File: src/rtl/bip_program_loader_pkg.sv
// Shared types and stream-format constants for the BIP program loader.
package bip_program_loader_pkg;

  // Loader FSM states, 3-bit encoding.
  typedef enum logic [2:0] {
    StIdle   = 3'd0,
    StLenLo  = 3'd1,
    StLenHi  = 3'd2,
    StDataLo = 3'd3,
    StDataHi = 3'd4,
    StCheck  = 3'd5,
    StRun    = 3'd6,
    StError  = 3'd7
  } loader_state_e;

  // Stream framing: little-endian length header, trailing XOR checksum byte.
  localparam int unsigned LEN_BYTES = 2;
  localparam int unsigned CHK_BYTES = 1;

  // Total bytes in a stream carrying n_words instruction words.
  function automatic int unsigned stream_bytes(input int unsigned n_words);
    return LEN_BYTES + 2 * n_words + CHK_BYTES;
  endfunction

endpackage

File: src/rtl/bip_loader_word_assembler.sv
// Pairs LO/HI bytes into one instruction word and issues a single-cycle memory write.
module bip_loader_word_assembler #(
  parameter int unsigned NB_DATA = 16,
  parameter int unsigned NB_BYTE = 8,
  parameter int unsigned ADDR_W  = 11
) (
  input  logic               clk_i,
  input  logic               rst_ni,
  input  logic               lo_load_i,
  input  logic               hi_load_i,
  input  logic [NB_BYTE-1:0] byte_i,
  input  logic [ADDR_W-1:0]  addr_i,
  output logic               wr_en_o,
  output logic [ADDR_W-1:0]  wr_addr_o,
  output logic [NB_DATA-1:0] wr_data_o
);

  logic [NB_BYTE-1:0] lo_q, lo_d;
  logic               en_q, en_d;
  logic [ADDR_W-1:0]  addr_q, addr_d;
  logic [NB_DATA-1:0] data_q, data_d;

  // Next-state: latch LO; on HI capture the full word and fire the strobe for one cycle.
  always_comb begin
    lo_d   = lo_q;
    en_d   = 1'b0;
    addr_d = addr_q;
    data_d = data_q;
    if (lo_load_i) begin
      lo_d = byte_i;
    end
    if (hi_load_i) begin
      en_d   = 1'b1;
      addr_d = addr_i;
      data_d = NB_DATA'({byte_i, lo_q});
    end
  end

  // Word/strobe registers with synchronous active-low reset.
  always_ff @(posedge clk_i) begin
    if (!rst_ni) begin
      lo_q   <= '0;
      en_q   <= 1'b0;
      addr_q <= '0;
      data_q <= '0;
    end else begin
      lo_q   <= lo_d;
      en_q   <= en_d;
      addr_q <= addr_d;
      data_q <= data_d;
    end
  end

  assign wr_en_o   = en_q;
  assign wr_addr_o = addr_q;
  assign wr_data_o = data_q;

endmodule

File: src/rtl/bip_program_loader.sv
// Byte-stream loader: fills BIP instruction memory, verifies an XOR checksum,
// then releases the CPU via o_cpu_valid.
module bip_program_loader
  import bip_program_loader_pkg::*;
#(
  parameter int unsigned NB_DATA            = 16,
  parameter int unsigned NB_BYTE            = 8,
  parameter int unsigned N_INSMEM_ADDR      = 2048,
  parameter int unsigned LOG2_N_INSMEM_ADDR = 11,
  parameter int unsigned NB_COUNT           = 16
) (
  input  logic                          i_clock,
  input  logic                          i_reset,
  input  logic [NB_BYTE-1:0]            i_rx_data,
  input  logic                          i_rx_valid,
  input  logic                          i_start,
  output logic                          o_wr_en,
  output logic [LOG2_N_INSMEM_ADDR-1:0] o_wr_addr,
  output logic [NB_DATA-1:0]            o_wr_data,
  output logic                          o_cpu_valid,
  output logic                          o_busy,
  output logic                          o_done,
  output logic                          o_error,
  output logic [NB_COUNT-1:0]           o_word_count
);

  localparam logic [NB_COUNT-1:0] MaxWords = NB_COUNT'(N_INSMEM_ADDR);

  loader_state_e       state_q, state_d;
  logic [NB_COUNT-1:0] len_q, len_d;
  logic [NB_COUNT-1:0] count_q, count_d;
  logic [NB_BYTE-1:0]  xor_q, xor_d;
  logic [NB_COUNT-1:0] len_rx;
  logic [NB_COUNT-1:0] count_inc;
  logic                lo_load, hi_load;

  assign len_rx    = NB_COUNT'({i_rx_data, len_q[NB_BYTE-1:0]});
  assign count_inc = count_q + NB_COUNT'(1);

  // Next-state logic: header parse, word sequencing and checksum compare.
  always_comb begin
    state_d = state_q;
    len_d   = len_q;
    count_d = count_q;
    xor_d   = xor_q;
    lo_load = 1'b0;
    hi_load = 1'b0;
    unique case (state_q)
      StIdle, StRun, StError: begin
        // Any byte arriving with i_start is dropped on purpose.
        if (i_start) begin
          state_d = StLenLo;
          count_d = '0;
          xor_d   = '0;
        end
      end
      StLenLo: begin
        if (i_rx_valid) begin
          len_d   = NB_COUNT'(i_rx_data);
          xor_d   = xor_q ^ i_rx_data;
          state_d = StLenHi;
        end
      end
      StLenHi: begin
        if (i_rx_valid) begin
          len_d = len_rx;
          xor_d = xor_q ^ i_rx_data;
          if (len_rx == '0) begin
            state_d = StCheck;
          end else if (len_rx > MaxWords) begin
            state_d = StError;
          end else begin
            state_d = StDataLo;
          end
        end
      end
      StDataLo: begin
        if (i_rx_valid) begin
          lo_load = 1'b1;
          xor_d   = xor_q ^ i_rx_data;
          state_d = StDataHi;
        end
      end
      StDataHi: begin
        if (i_rx_valid) begin
          hi_load = 1'b1;
          xor_d   = xor_q ^ i_rx_data;
          count_d = count_inc;
          state_d = (count_inc == len_q) ? StCheck : StDataLo;
        end
      end
      StCheck: begin
        if (i_rx_valid) begin
          state_d = (i_rx_data == xor_q) ? StRun : StError;
        end
      end
      default: state_d = StIdle;
    endcase
  end

  // State and datapath registers; reset aborts any load in progress.
  always_ff @(posedge i_clock) begin
    if (!i_reset) begin
      state_q <= StIdle;
      len_q   <= '0;
      count_q <= '0;
      xor_q   <= '0;
    end else begin
      state_q <= state_d;
      len_q   <= len_d;
      count_q <= count_d;
      xor_q   <= xor_d;
    end
  end

  // The word index captured here is the pre-increment count, i.e. the current address.
  bip_loader_word_assembler #(
    .NB_DATA (NB_DATA),
    .NB_BYTE (NB_BYTE),
    .ADDR_W  (LOG2_N_INSMEM_ADDR)
  ) u_word_assembler (
    .clk_i     (i_clock),
    .rst_ni    (i_reset),
    .lo_load_i (lo_load),
    .hi_load_i (hi_load),
    .byte_i    (i_rx_data),
    .addr_i    (count_q[LOG2_N_INSMEM_ADDR-1:0]),
    .wr_en_o   (o_wr_en),
    .wr_addr_o (o_wr_addr),
    .wr_data_o (o_wr_data)
  );

  // Status flags decode straight from the state register.
  assign o_busy       = (state_q == StLenLo) || (state_q == StLenHi) || (state_q == StDataLo) ||
                        (state_q == StDataHi) || (state_q == StCheck);
  assign o_done       = (state_q == StRun);
  assign o_cpu_valid  = (state_q == StRun);
  assign o_error      = (state_q == StError);
  assign o_word_count = count_q;

endmodule

File: config.mk
export PLATFORM = sky130hd
export DESIGN_NAME = bip_program_loader
export DESIGN_NICKNAME = d
export VERILOG_FILES = /design/src/rtl/bip_program_loader_pkg.sv /design/src/rtl/bip_loader_word_assembler.sv /design/src/rtl/bip_program_loader.sv
export SDC_FILE = /design/constraint.sdc
export NUM_CORES = 1
export LEC_CHECK = 0
export BUFFER_PORTS_ARGS = -buffer_cell sky130_fd_sc_hd__buf_2
export CORE_MARGIN = 2
export CORE_UTILIZATION = 45
export DETAILED_ROUTE_END_ITERATION = 8
export GPL_TIMING_DRIVEN = 1
export PLACE_DENSITY = 0.65
export SLEW_MARGIN = 10
export SYNTH_ARGS = -nofsm -noshare
export SYNTH_HDL_FRONTEND = slang
export SYNTH_SLANG_ARGS = --single-unit
export TNS_END_PERCENT = 30
File: constraint.sdc
create_clock -name i_clock -period 2.9 [get_ports i_clock]
set_input_delay 0.145 -clock i_clock [delete_from_list [all_inputs] [get_ports i_clock]]
set_output_delay 0.145 -clock i_clock [all_outputs]
set_load 0.02 [all_outputs]
# Word-level counts from Yosys, hierarchy flattened
# Index checks and enable logic that the tools add are counted.
# op_classes
addsub,1
n_lt_le_gt_ge,1
n_eq_ne,16
mux,24
bitwise_logic,2
n_reduce_logical,16
# op_table
op,n
2-to-1 mux 16 bit,4
case mux 16 bit (2 select lines),2
2-to-1 mux 3 bit,9
case mux 3 bit (6 select lines),1
adder 16 x 1 -> 16 bit (second input constant),1
== test 16 bit,1
greater-than comparator 16 x 12 -> 1 bit (second input constant),1
zero test 16 bit,1
2-to-1 mux 8 bit,2
case mux 8 bit (2 select lines),1
== test 3 bit (second input constant),4
inequality test 2 bit (second input constant),6
AND reduction 3 bit,4
== test 8 bit,1
bitwise XOR 8 bit,1
== test 3 x 2 -> 1 bit (second input constant),2
AND reduction 6 bit,1
nonzero test 2 bit,3
2-to-1 mux 1 bit,5
logical OR 1 bit,4
OR reduction 4 bit,1
== test 3 x 1 -> 1 bit (second input constant),1
zero test 3 bit,1
OR reduction 3 bit,1
2 further kinds,2
# word_totals
reg_bits,79
in_bits,12
output_inout_bits,48
word_cells,69

# Logic depth before layout (Yosys ltp)
# depth
word_depth,5
depth_mapped,9
ltp_nobuf,7

# By module
# From an unflattened synthesis, not the netlist that was laid out.
# unflattened
cells_unflattened,469
area_unflattened_um2,4120.2
# modules_own_cells
mod,instances,cells_per_inst,area_each_um2,seq_area_each_um2
bip_program_loader,1,355,2756.4,860.8
bip_loader_word_assembler,1,114,1363.8,720.7

# Worst setup path after synthesis
# Ideal clock, no wire load.
# synth_timing
path_type,flip-flop to flip-flop
startpoint,reg count_q[0] (netlist: o_word_count[0])
endpoint,reg state_q[1]
setup_time_ps,120
arrival_ps,2409
required_time_ps,2780
setup_slack_ps,371
stages_incl_launch_ff,8
n_path_buf,0
synth_period_minus_slack_ps,2529
path_cell_list,dfxtp_1 > ha_1 > nand3_4 > and2_4 > or4_1 > and3_4 > a2111o_1 > o31a_1
# synth_between
elab_chain_len,5
# synth_rtl
item,line_no,text
"start, declared",bip_program_loader.sv:31,"logic [NB_COUNT-1:0] count_q, count_d;"
"start signal, assigned",bip_program_loader.sv:111,count_q <= count_d;
adder 16 x 1 -> 16 bit,bip_program_loader.sv:38,assign count_inc = count_q + NB_COUNT'(1);
== test 16 bit,bip_program_loader.sv:89,state_d = (count_inc == len_q) ? StCheck : StDataLo;
2-to-1 mux 3 bit,bip_program_loader.sv:89,
2-to-1 mux 3 bit,bip_program_loader.sv:85,if (i_rx_valid) begin
case mux 3 bit (6 select lines),bip_program_loader.sv:48,unique case (state_q)
"end signal, assigned",bip_program_loader.sv:104,state_q <= StIdle;
"end signal, assigned",bip_program_loader.sv:109,state_q <= state_d;
"end, declared",bip_program_loader.sv:29,"loader_state_e state_q, state_d;"
# Every way passes these cells. The select of a mux whose other input is x is not followed.
# A chain may end at the register's enable or synchronous reset.

# Worst setup path in the final report
# Ends and elaborated chain as after synthesis.

==> flow_metrics.py <==
metrics = {
    "die": {
        "floorplan.initialDensity": 0.460,
        "rows": 34,
        "io_pins": 60,
        "die_h_um": 98.2,
        "core-area_um2": 8680,
        "dieArea_um2": 9650,
        "fp.dieW_um": 98.2,
    },
    "synth": {
        "synth_area_leader_cell": "dfxtp_1",
        "seq_area_frac_synth": 0.396,
        "synth.distinct_cells": 54,
        "synth_area_um2": 4000,
        "ys_warn_count": 0,
        "async_flop_share": 0,
        "synth_area_leaders": "dfxtp_1, nand2_1, a21boi_0, xnor2_1, nor2_1",
        "synth_nets": 523,
        "synthFlopType": "dfxtp_1",
        "synthCells": 510,
        "synth_top_area_share": 0.396,
        "syn_avg_cell_area_um2": 7.84,
        "synth-edff-count": 0,
        "synth_seq_cells": 79,
    },
    "timing": {
        "skew_ps": 7.68,
        "timing.setup.tns_ps": 0,
        "worstMarginPinSlew_ps": 700,
        "worst_slack_ps": 370,
        "slew_viol_final": 0,
        "relSlewSlack": 0.533,
        "finalSetupViolCount": 0,
        "max_freq_ghz": 0.395,
        "rsz0062_at_grt": "no",
        "fin_crit_sh": 0.873,
        "hold_violations": 0,
        "period_needed_ps": 2530,
    },
    "clock_network": {
        "postCtsSetupBuffers": 0,
        "clockBufferDepth": 2,
        "ctsResizeCount": 0,
        "cts-root-buf": "clkbuf_8",
        "numCtsBuffers": 9,
        "hold_buffers": 0,
        "clkLatencyLatePin_ps": 350,
        "cts.sink_count": 79,
        "h-tree-depth": 3,
        "cts.clk_slew.worst_paths_ps": 80,
        "cts_tree": "done",
    },
    "routing": {
        "first_iter_violations": 191,
        "post-route-drc-count": 0,
        "drt-total-wl_mm": 10.0,
        "viasPerCell": 5.60,
        "ant_nets": 0,
        "drt-pass1-iter-count": 5,
        "wl_per_cell_um": 15.1,
        "dr_total_vias": 3707,
    },
    "placement": {
        "pre_cts_ws_ps": 382,
        "io_buffers": 59,
        "gp_congestion": 0.848,
        "place.detailed.hpwl_mm": 6.71,
    },
    "grt": {
        "antenna_found_initial": 0,
        "grt_pass1_vias": 3468,
        "grt_pass1_wl_mm": 16.6,
        "gr-total-overflow": 0,
        "grt_usage": 0.211,
        "grt_max_degree": 82,
    },
    "power": {
        "leakage_uw": 0.00175,
        "p_per_area_nw_per_um2": 466,
        "max-vdd-ir-drop_uv": 226,
    },
    "worst_hold_path": {
        "hold_path_class": "primary input to flop",
        "hold_path_depth": 3,
    },
    "critical_path": {
        "arrival_ps": 2780,
        "cp.required_ps": 3150,
        "start_kind": "flop",
        "r2r_cells": 7,
        "crit_type": "flop to flop",
        "endpoint_kind": "flop",
        "crit_fanout": 8,
    },
    "layout": {
        "fill_cells": 865,
        "final_nets": 562,
        "drive_gt1_frac": 0.161,
        "areaGrowthSynthToFinish_pct": 12.6,
        "antennaDiodeCount": 0,
    },
    "job": {
        "cap_violations": 0,
    },
    "outcome": {
        "status": "complete, no violations",
    },
}
==> per-stage QoR <==
step | cells | hold WS, ps | cell area [µm²] | utilization | total power [µW]
2_1_floorplan | 510 | 290 | 4000 | - | 1320
3_3_place_gp | 646 | 449 | 4330 | 0.499 | 1390
3_5_place_dp | 646 | 455 | 4330 | 0.499 | 1390
4_1_cts | 662 | 131 | 4500 | 0.518 | 2110
5_1_grt | 662 | 128 | 4500 | 0.518 | 2200
6_report | 662 | 141 | 4500 | 0.518 | 2100
==> power by group <==
group,switching [µW],leakage (µW),internal (µW),total (µW)
clock network,393,0.0000874,334,727
registers,29.1,0.000637,1100,1130
logic,146,0.00102,89.1,235
==> final timing paths <==
check,to,startpoint,slack [ps]
setup / recovery,state_q[1],o_word_count[0],370
hold / removal,u_word_assembler.wr_data_o[15],i_rx_data[7],140
setup reg to reg,state_q[1],o_word_count[0],370
hold reg to reg,u_word_assembler.wr_addr_o[10],u_word_assembler.wr_addr_o[10],460
==> worst max-delay path, stage by stage, from the launching register on <==
cell,delay (ps)
dfxtp_1,460
ha_1,330
nand3_4,130
and2_4,190
or4_1,500
and3_4,200
a2111o_1,370
o31a_1,230
==> cell usage in the layout (no fill, tap or decap), types with 2 or more instances in the layout <==
cell type    n
nor2_1      34
a21boi_1    10
buf_4        9
mux2i_1      2
a21boi_0    48
nor2b_1     16
a22oi_1     10
o211a_1      2
nand3_1     20
dfxtp_1     79
and2_1       4
nand3b_1     2
a221oi_1     2
o21ai_0     24
and3_1       3
xnor2_1     16
a31oi_1      4
xor2_1       8
a211o_1      2
inv_1       12
and4_1       3
nor4_1       5
nand2_1    103
buf_2       59
o22ai_1      2
clkinv_2     2
clkbuf_1     3
or3_1        2
nor3_1       8
or4_1        5
a21oi_1     13
nand4_1      9
clkbuf_8    10
==> cells in the mapped netlist (2+ instances only) <==
cell type	instances
xor2_1	8
nor3_1	8
nor4_1	5
buf_2	5
nand3b_1	2
a22oi_1	10
nand2_1	103
and3_1	3
mux2i_1	2
a21boi_1	10
a21oi_1	13
dfxtp_1	79
and2_1	4
or4_1	5
xnor2_1	16
clkbuf_1	30
nor2b_1	16
and4_1	3
nor2_1	34
or3_1	2
a31oi_1	4
nand3_1	20
o211a_1	2
o21ai_0	24
o22ai_1	2
a21boi_0	48
buf_1	3
inv_1	12
a211o_1	2
buf_4	2
a221oi_1	2
nand4_1	9
==> flip-flops by register name, summed over array words and instances, names as in the netlist <==
| register | count |
|---|---|
| u_word_assembler.lo_q | 8 |
| o_word_count | 16 |
| u_word_assembler.wr_data_o | 16 |
| state_q | 3 |
| xor_q | 8 |
| len_q | 16 |
| u_word_assembler.wr_en_o | 1 |
| u_word_assembler.wr_addr_o | 11 |
==> metal layers <==
metal	global-route usage	share of wire
met1	0.279	0.47
met2	0.345	0.47
met3	0.0429	0.046
met4	0.0727	0.014
met5	0	0
==> cell type report <==
type                    instances  area [µm²]  area share
well taps                     108         135      0.0300
repair buffers                 68         363      0.0807
clock inverters                 3        18.8     0.00417
multi-input cells             379        2210       0.490
inverters                      12        45.0      0.0100
flip-flops and latches         79        1580       0.352
clock buffers                  13         149      0.0331
==> logic make-up (layout without fill, tap and decap cells) <==
kind of cell | count (synthesis) | after routing | share of synthesized area
AOI/OAI and AO/OA | 130 | 130 | 0.225
xor gates and xnor gates | 24 | 24 | 0.0526
DFF | 79 | 79 | 0.396
buffers and inverters | 52 | 96 | 0.0523
adders and majority gates | 1 | 1 | 0.00313
muxes | 3 | 3 | 0.00783
and+or+nand+nor | 221 | 221 | 0.264
(Power assumes the default switching activity.)
